[config.mk]
export PLATFORM = sky130hd
export DESIGN_NAME = axis_cmd_fetcher
export DESIGN_NICKNAME = d
export VERILOG_FILES = /design/src/rtl/axis_cmd_fetcher.sv
export SDC_FILE = /design/constraint.sdc
export NUM_CORES = 1
export LEC_CHECK = 0
export CAP_MARGIN = 20
export CORE_MARGIN = 3
export CORE_UTILIZATION = 40
export DETAILED_ROUTE_END_ITERATION = 8
export GPL_ROUTABILITY_DRIVEN = 0
export PLACE_DENSITY = 0.78
export SYNTH_ARGS = -nofsm -noshare
export SYNTH_HDL_FRONTEND = slang
export SYNTH_SLANG_ARGS = --single-unit
[constraint.sdc]
create_clock -name aclk -period 4.15 [get_ports aclk]
set_clock_uncertainty 0.05 [all_clocks]
set_input_delay 0.83 -clock aclk [delete_from_list [all_inputs] [get_ports aclk]]
set_output_delay 0.83 -clock aclk [all_outputs]
set_load 0.01 [all_outputs]
[src/rtl/axis_cmd_fetcher.sv]
// axis_cmd_fetcher: AXI4 read master that fetches a contiguous command list and emits it as an AXI Stream.
// Define AXIS_CMD_FETCHER_SKID_BUFFER_EN to place a 2-entry skid buffer between R and the stream.
module axis_cmd_fetcher #(
  parameter int DATA_WIDTH    = 32,
  parameter int ADDR_WIDTH    = 25,
  parameter int ID_WIDTH      = 8,
  parameter int MAX_BURST_LEN = 16
) (
  input  logic                  aclk,
  input  logic                  rst,
  input  logic                  start,
  input  logic [ADDR_WIDTH-1:0] start_addr,
  input  logic [15:0]           length_beats,
  output logic                  busy,
  output logic                  done,
  output logic                  error,
  output logic [ID_WIDTH-1:0]   m_axi_arid,
  output logic [ADDR_WIDTH-1:0] m_axi_araddr,
  output logic [7:0]            m_axi_arlen,
  output logic [2:0]            m_axi_arsize,
  output logic [1:0]            m_axi_arburst,
  output logic                  m_axi_arlock,
  output logic [3:0]            m_axi_arcache,
  output logic [2:0]            m_axi_arprot,
  output logic                  m_axi_arvalid,
  input  logic                  m_axi_arready,
  input  logic [ID_WIDTH-1:0]   m_axi_rid,
  input  logic [DATA_WIDTH-1:0] m_axi_rdata,
  input  logic [1:0]            m_axi_rresp,
  input  logic                  m_axi_rlast,
  input  logic                  m_axi_rvalid,
  output logic                  m_axi_rready,
  output logic                  m_cmd_axis_tvalid,
  input  logic                  m_cmd_axis_tready,
  output logic                  m_cmd_axis_tlast,
  output logic [DATA_WIDTH-1:0] m_cmd_axis_tdata
);

  localparam int BYTES = DATA_WIDTH / 8;
  localparam int SIZE  = $clog2(BYTES);
  localparam logic [ADDR_WIDTH-1:0] ALIGN_MASK = ~ADDR_WIDTH'(BYTES - 1);

  typedef enum logic [1:0] {IDLE, ADDR, DATA, DONE} state_t;
  state_t state, state_next;

  logic [ADDR_WIDTH-1:0] addr;
  logic [15:0]           remaining;     // beats still to leave on the stream
  logic [15:0]           rd_remaining;  // beats still to be accepted from R
  logic                  error_q;
  logic                  r_hs, s_hs;
  logic [12:0]           bound_beats;
  logic [16:0]           burst;
  logic                  unused_rid;

  assign unused_rid = ^m_axi_rid;

  assign m_axi_arid    = '0;
  assign m_axi_arsize  = 3'(SIZE);
  assign m_axi_arburst = 2'b01;
  assign m_axi_arlock  = 1'b0;
  assign m_axi_arcache = 4'b0011;
  assign m_axi_arprot  = '0;
  assign m_axi_araddr  = addr;
  assign m_axi_arvalid = (state == ADDR) && (rd_remaining != '0);

  assign busy  = (state == ADDR) || (state == DATA);
  assign done  = (state == DONE);
  assign error = error_q;

  always_comb begin
    bound_beats = (13'd4096 - {1'b0, addr[11:0]}) >> SIZE;
    burst = {1'b0, rd_remaining};
    if ({4'b0, bound_beats} < burst) burst = {4'b0, bound_beats};
    if (17'(MAX_BURST_LEN) < burst) burst = 17'(MAX_BURST_LEN);
    m_axi_arlen = m_axi_arvalid ? 8'(burst - 17'd1) : '0;
  end

  // An empty list spends one cycle in ADDR without arvalid, so done lands two cycles after start.
  always_comb begin
    state_next = state;
    case (state)
      IDLE: if (start) state_next = ADDR;
      ADDR: begin
        if (rd_remaining == '0)  state_next = DONE;
        else if (m_axi_arready)  state_next = DATA;
      end
      DATA: begin
        if (s_hs && remaining == 16'd1)                               state_next = DONE;
        else if (r_hs && m_axi_rlast && rd_remaining != 16'd1)        state_next = ADDR;
      end
      DONE:    state_next = IDLE;
      default: state_next = IDLE;
    endcase
  end

  always_ff @(posedge aclk or posedge rst) begin
    if (rst) begin
      state        <= IDLE;
      addr         <= '0;
      remaining    <= '0;
      rd_remaining <= '0;
      error_q      <= 1'b0;
    end else begin
      state <= state_next;
      if (state == IDLE && start) begin
        addr         <= start_addr & ALIGN_MASK;
        remaining    <= length_beats;
        rd_remaining <= length_beats;
        error_q      <= 1'b0;
      end else begin
        if (r_hs) begin
          addr         <= addr + ADDR_WIDTH'(BYTES);
          rd_remaining <= rd_remaining - 16'd1;
          if (m_axi_rresp != 2'b00) error_q <= 1'b1;
        end
        if (s_hs) remaining <= remaining - 16'd1;
      end
    end
  end

`ifdef AXIS_CMD_FETCHER_SKID_BUFFER_EN
  logic [DATA_WIDTH-1:0] skid_mem [2];
  logic                  wr_ptr, rd_ptr, rready_q;
  logic [1:0]            count, count_next;

  assign m_axi_rready      = rready_q;
  assign r_hs              = m_axi_rvalid && rready_q;
  assign m_cmd_axis_tvalid = (count != 2'd0);
  assign m_cmd_axis_tdata  = skid_mem[rd_ptr];
  assign s_hs              = m_cmd_axis_tvalid && m_cmd_axis_tready;

  always_comb count_next = count + 2'(r_hs) - 2'(s_hs);

  // rready is a registered promise that a slot is free next cycle; at most one push per cycle keeps it safe.
  always_ff @(posedge aclk or posedge rst) begin
    if (rst) begin
      wr_ptr   <= 1'b0;
      rd_ptr   <= 1'b0;
      count    <= '0;
      rready_q <= 1'b0;
    end else begin
      if (r_hs) wr_ptr <= ~wr_ptr;
      if (s_hs) rd_ptr <= ~rd_ptr;
      count    <= count_next;
      rready_q <= (state_next == DATA) && ((rd_remaining - 16'(r_hs)) != '0) && (count_next != 2'd2);
    end
  end

  always_ff @(posedge aclk) begin
    if (r_hs) skid_mem[wr_ptr] <= m_axi_rdata;
  end
`else
  assign m_axi_rready      = (state == DATA) && m_cmd_axis_tready;
  assign r_hs              = m_axi_rvalid && m_axi_rready;
  assign m_cmd_axis_tvalid = (state == DATA) && m_axi_rvalid;
  assign m_cmd_axis_tdata  = m_axi_rdata;
  assign s_hs              = m_cmd_axis_tvalid && m_cmd_axis_tready;
`endif

  assign m_cmd_axis_tlast = m_cmd_axis_tvalid && (remaining == 16'd1);

endmodule

==> results_dict.tcl <==
set metrics [dict create \
    status "finished with violations" \
    violations "negative setup slack" \
    endpoint_kind "primary output" \
    multi_input_comb_area_um2 2624 \
    avgSynthCellArea_um2 8.346 \
    synthAdderAreaFrac 0.06457 \
    max_freq_mhz 226.7 \
    dieWidth_um 111.6 \
    setup_viol 7 \
    nets 742 \
    cp_max_fo 5 \
    postCtsHoldBufs 0 \
    seq_area_um2 1454 \
    p_per_area_nw_per_um2 695.1 \
    vdd_drop_max_mv 0.2571 \
    overflow 0 \
    post-route-period-util 1.063 \
    grt_pass1_vias 4129 \
    first_pass_iters 8 \
    synth_top_family_by_area "simple AND/OR/NAND/NOR gates" \
    ios 183 \
    synthSimpleGateAreaFrac 0.2221 \
    synthFlopType "dfrtp_1" \
    slew_headroom 0.5067 \
    worstSetupPathType "flop to primary output" \
    drive_gt1_frac 0.1896 \
    worst_pin_slew_ns 0.7389 \
    yosys_warnings 0 \
    wl_per_cell_um 15.70 \
    rows 37 \
    core_region_area_um2 10560 \
    grt_pass1_wl_um 19540 \
    synth_seq_cells 58 \
    drc 0 \
    fin_total_pwr_mw 4.003 \
    p_comb_frac 0.598 \
    synth-xor-area-share 0.1218 \
    synth_area_um2 4457 \
    antenna_found_initial 0 \
    synth-compound-area-share 0.1224 \
    cts_max_level 3 \
    synthMuxAreaShare 0.005896 \
    clk_latency_ns 0.34 \
    start_util 0.4222 \
    final_common_cell "clkdlybuf4s50_1" \
    place_hpwl_um 8979 \
    maxCapViolCount 0 \
    start_kind "flop" \
    min_period_ns 4.412 \
    die_h_um 111.6 \
    n_fill_cell 934 \
    clock_path_buffers 2 \
    grt_usage 0.1894 \
    cts_root_buffer "clkbuf_8" \
    vias_per_cell 5.252 \
    rsz0062_at_grt "yes" \
    finalHoldViolCount 0 \
    area_growth_pct 29.23 \
    required_ns 3.27 \
    final_cell_mix "clkdlybuf4s50_1 (77), dfrtp_1 (56), nand2_1 (54)" \
    cp.arrival_ns 3.53 \
    p_leak_nw 2.359 \
    drtIter0Drc 287 \
    post_synth_num_cell_types 54 \
    worst_slack_ns -0.2621 \
    netlist_instances 534 \
    io_buffer_count 85 \
    cp_slowest_cell "dfrtp_2" \
    cts_tree "built" \
    wirelength_um 12080 \
    grt_max_degree 49 \
    die-area_um2 12440 \
    power.share.clock 0.114 \
    synth-edff-count 0 \
    max_stage_delay_ns 0.46 \
    clkSlewWorstSetupHoldPaths_ns 0.06 \
    clock_sinks 58 \
    numCtsBuffers 9 \
    drv_slew 0 \
    ant_nets 0 \
    path_cells "inv_2, ha_2, nor3b_4, xor2_1, inv_1, ha_1, a21oi_1, o21ai_1, a41oi_2, o22a_1, and3_4, a31oi_4, ha_4, or3_1, o31ai_1, buf_2" \
    p_switching_mw 1.733 \
    vias 4039 \
    diodes 0 \
    switching_share 0.4330 \
    ys_seq_area_frac 0.3257 \
    whs_ns 0.4669 \
    synthArstFlopShare 1.000 \
    hold_class "flop to flop" \
    p_seq_frac 0.288 \
    internal_power_mw 2.270 \
]
## critical path, delay by kind of cell, from the launching register on
kind | cells | cell delay [ns]
xor+xnor | 1 | 0.27
buf+inv | 3 | 0.34
simple gates | 3 | 0.74
flops | 1 | 0.46
fa+ha+maj | 3 | 0.57
compound gates | 6 | 0.82
## Yosys cell counts, types with 3 or more instances
cell | count | share of area
a21o_1 | 3 | 0.0051
xnor2_1 | 36 | 0.071
dfrtp_1 | 58 | 0.33
a31oi_1 | 6 | 0.0084
nand3_1 | 19 | 0.021
o31ai_1 | 3 | 0.0051
nor3b_1 | 3 | 0.0051
inv_1 | 25 | 0.021
xor2_1 | 26 | 0.051
ha_1 | 23 | 0.065
nor2_1 | 43 | 0.036
a21oi_1 | 40 | 0.045
and2_1 | 5 | 0.0070
and4_1 | 4 | 0.0079
nor2b_1 | 5 | 0.0070
or3_1 | 3 | 0.0042
nor4_1 | 7 | 0.0098
o21ai_1 | 9 | 0.010
nor4_2 | 3 | 0.0084
o21ai_0 | 24 | 0.027
buf_2 | 7 | 0.0079
and3_1 | 4 | 0.0056
nor3_1 | 12 | 0.013
nand2_1 | 56 | 0.047
clkbuf_1 | 14 | 0.012
buf_4 | 55 | 0.093
nand4_1 | 8 | 0.011
## power groups by stage
| stage | combinational (mW) | clock (mW) | sequential, mW |
|---|---|---|---|
| global placement | 2.09 | 0 | 1.12 |
| floorplan | 1.25 | 0 | 1.16 |
| CTS | 2.27 | 0.473 | 1.14 |
| finish | 2.39 | 0.458 | 1.15 |
| global route | 2.63 | 0.491 | 1.19 |
| detailed placement | 2.18 | 0 | 1.14 |
## state kept, by name (all words and copies together), names as in the netlist
name          count
remaining        16
error             1
state             2
m_axi_araddr     23
rd_remaining     16
## metrics by stage
stage          worst slack (ns)    util  setup TNS [ns]  instances  area [um2]
2_1_floorplan           0.01165       -               0        555        4536
3_3_place_gp            -0.2410  0.5092         -0.9326        743        5375
3_5_place_dp            -0.3242  0.5092          -1.516        743        5375
4_1_cts                 -0.1889  0.5363         -0.6843        765        5660
5_1_grt                 -0.3925  0.5456          -2.017        769        5759
6_report                -0.2621  0.5456         -0.8676        769        5759
## worst paths after layout
path | startpoint | endpoint | slack [ns] | cells past startpoint
worst max-delay path | m_axi_araddr[2] | m_axi_arlen[4] | -0.26 | 16
worst min register to register | error | error | 0.47 | 2
worst min-delay path | error | error | 0.47 | 2
worst max register to register | state[0] | m_axi_araddr[19] | 1.20 | 9
max in group asynchronous | rst | m_axi_araddr[2] | 2.35 | 3
min in group asynchronous | rst | error | 0.90 | 2
## metal layers
layer / wire length, um / vias up / global-route usage
li1: - / 1921 / -
met1: 4948 / 1901 / 0.2293
met2: 6017 / 171 / 0.3205
met3: 667 / 46 / 0.03478
met4: 444 / 0 / 0.09976
met5: 0 / - / 0
## layout make-up
type | count | area share
clock inverter | 3 | 0.002607
multi-input combinational | 395 | 0.4556
timing repair buffer | 140 | 0.2166
inverter | 25 | 0.01629
tap | 136 | 0.02955
clock buffer | 12 | 0.02694
sequential | 58 | 0.2524
## what timing repair did
action,CTS,global route
setup buffers,7,3
setup endpoints to repair,8,8
hold endpoints to repair,0,0
gates resized for setup,50,14
pin swaps,12,9
## cells by family (layout without fill, tap and decap cells)
| family | after synthesis | after routing |
|---|---|---|
| and+or+nand+nor | 189 | 189 |
| buffers and inverters | 102 | 180 |
| AOI/OAI and AO/OA | 96 | 96 |
| xor gates and xnor gates | 62 | 62 |
| DFF | 58 | 58 |
| adders and majority gates | 23 | 23 |
| other | 2 | 23 |
| muxes | 2 | 2 |
No activity file was read; power rests on OpenSTA's default activity.
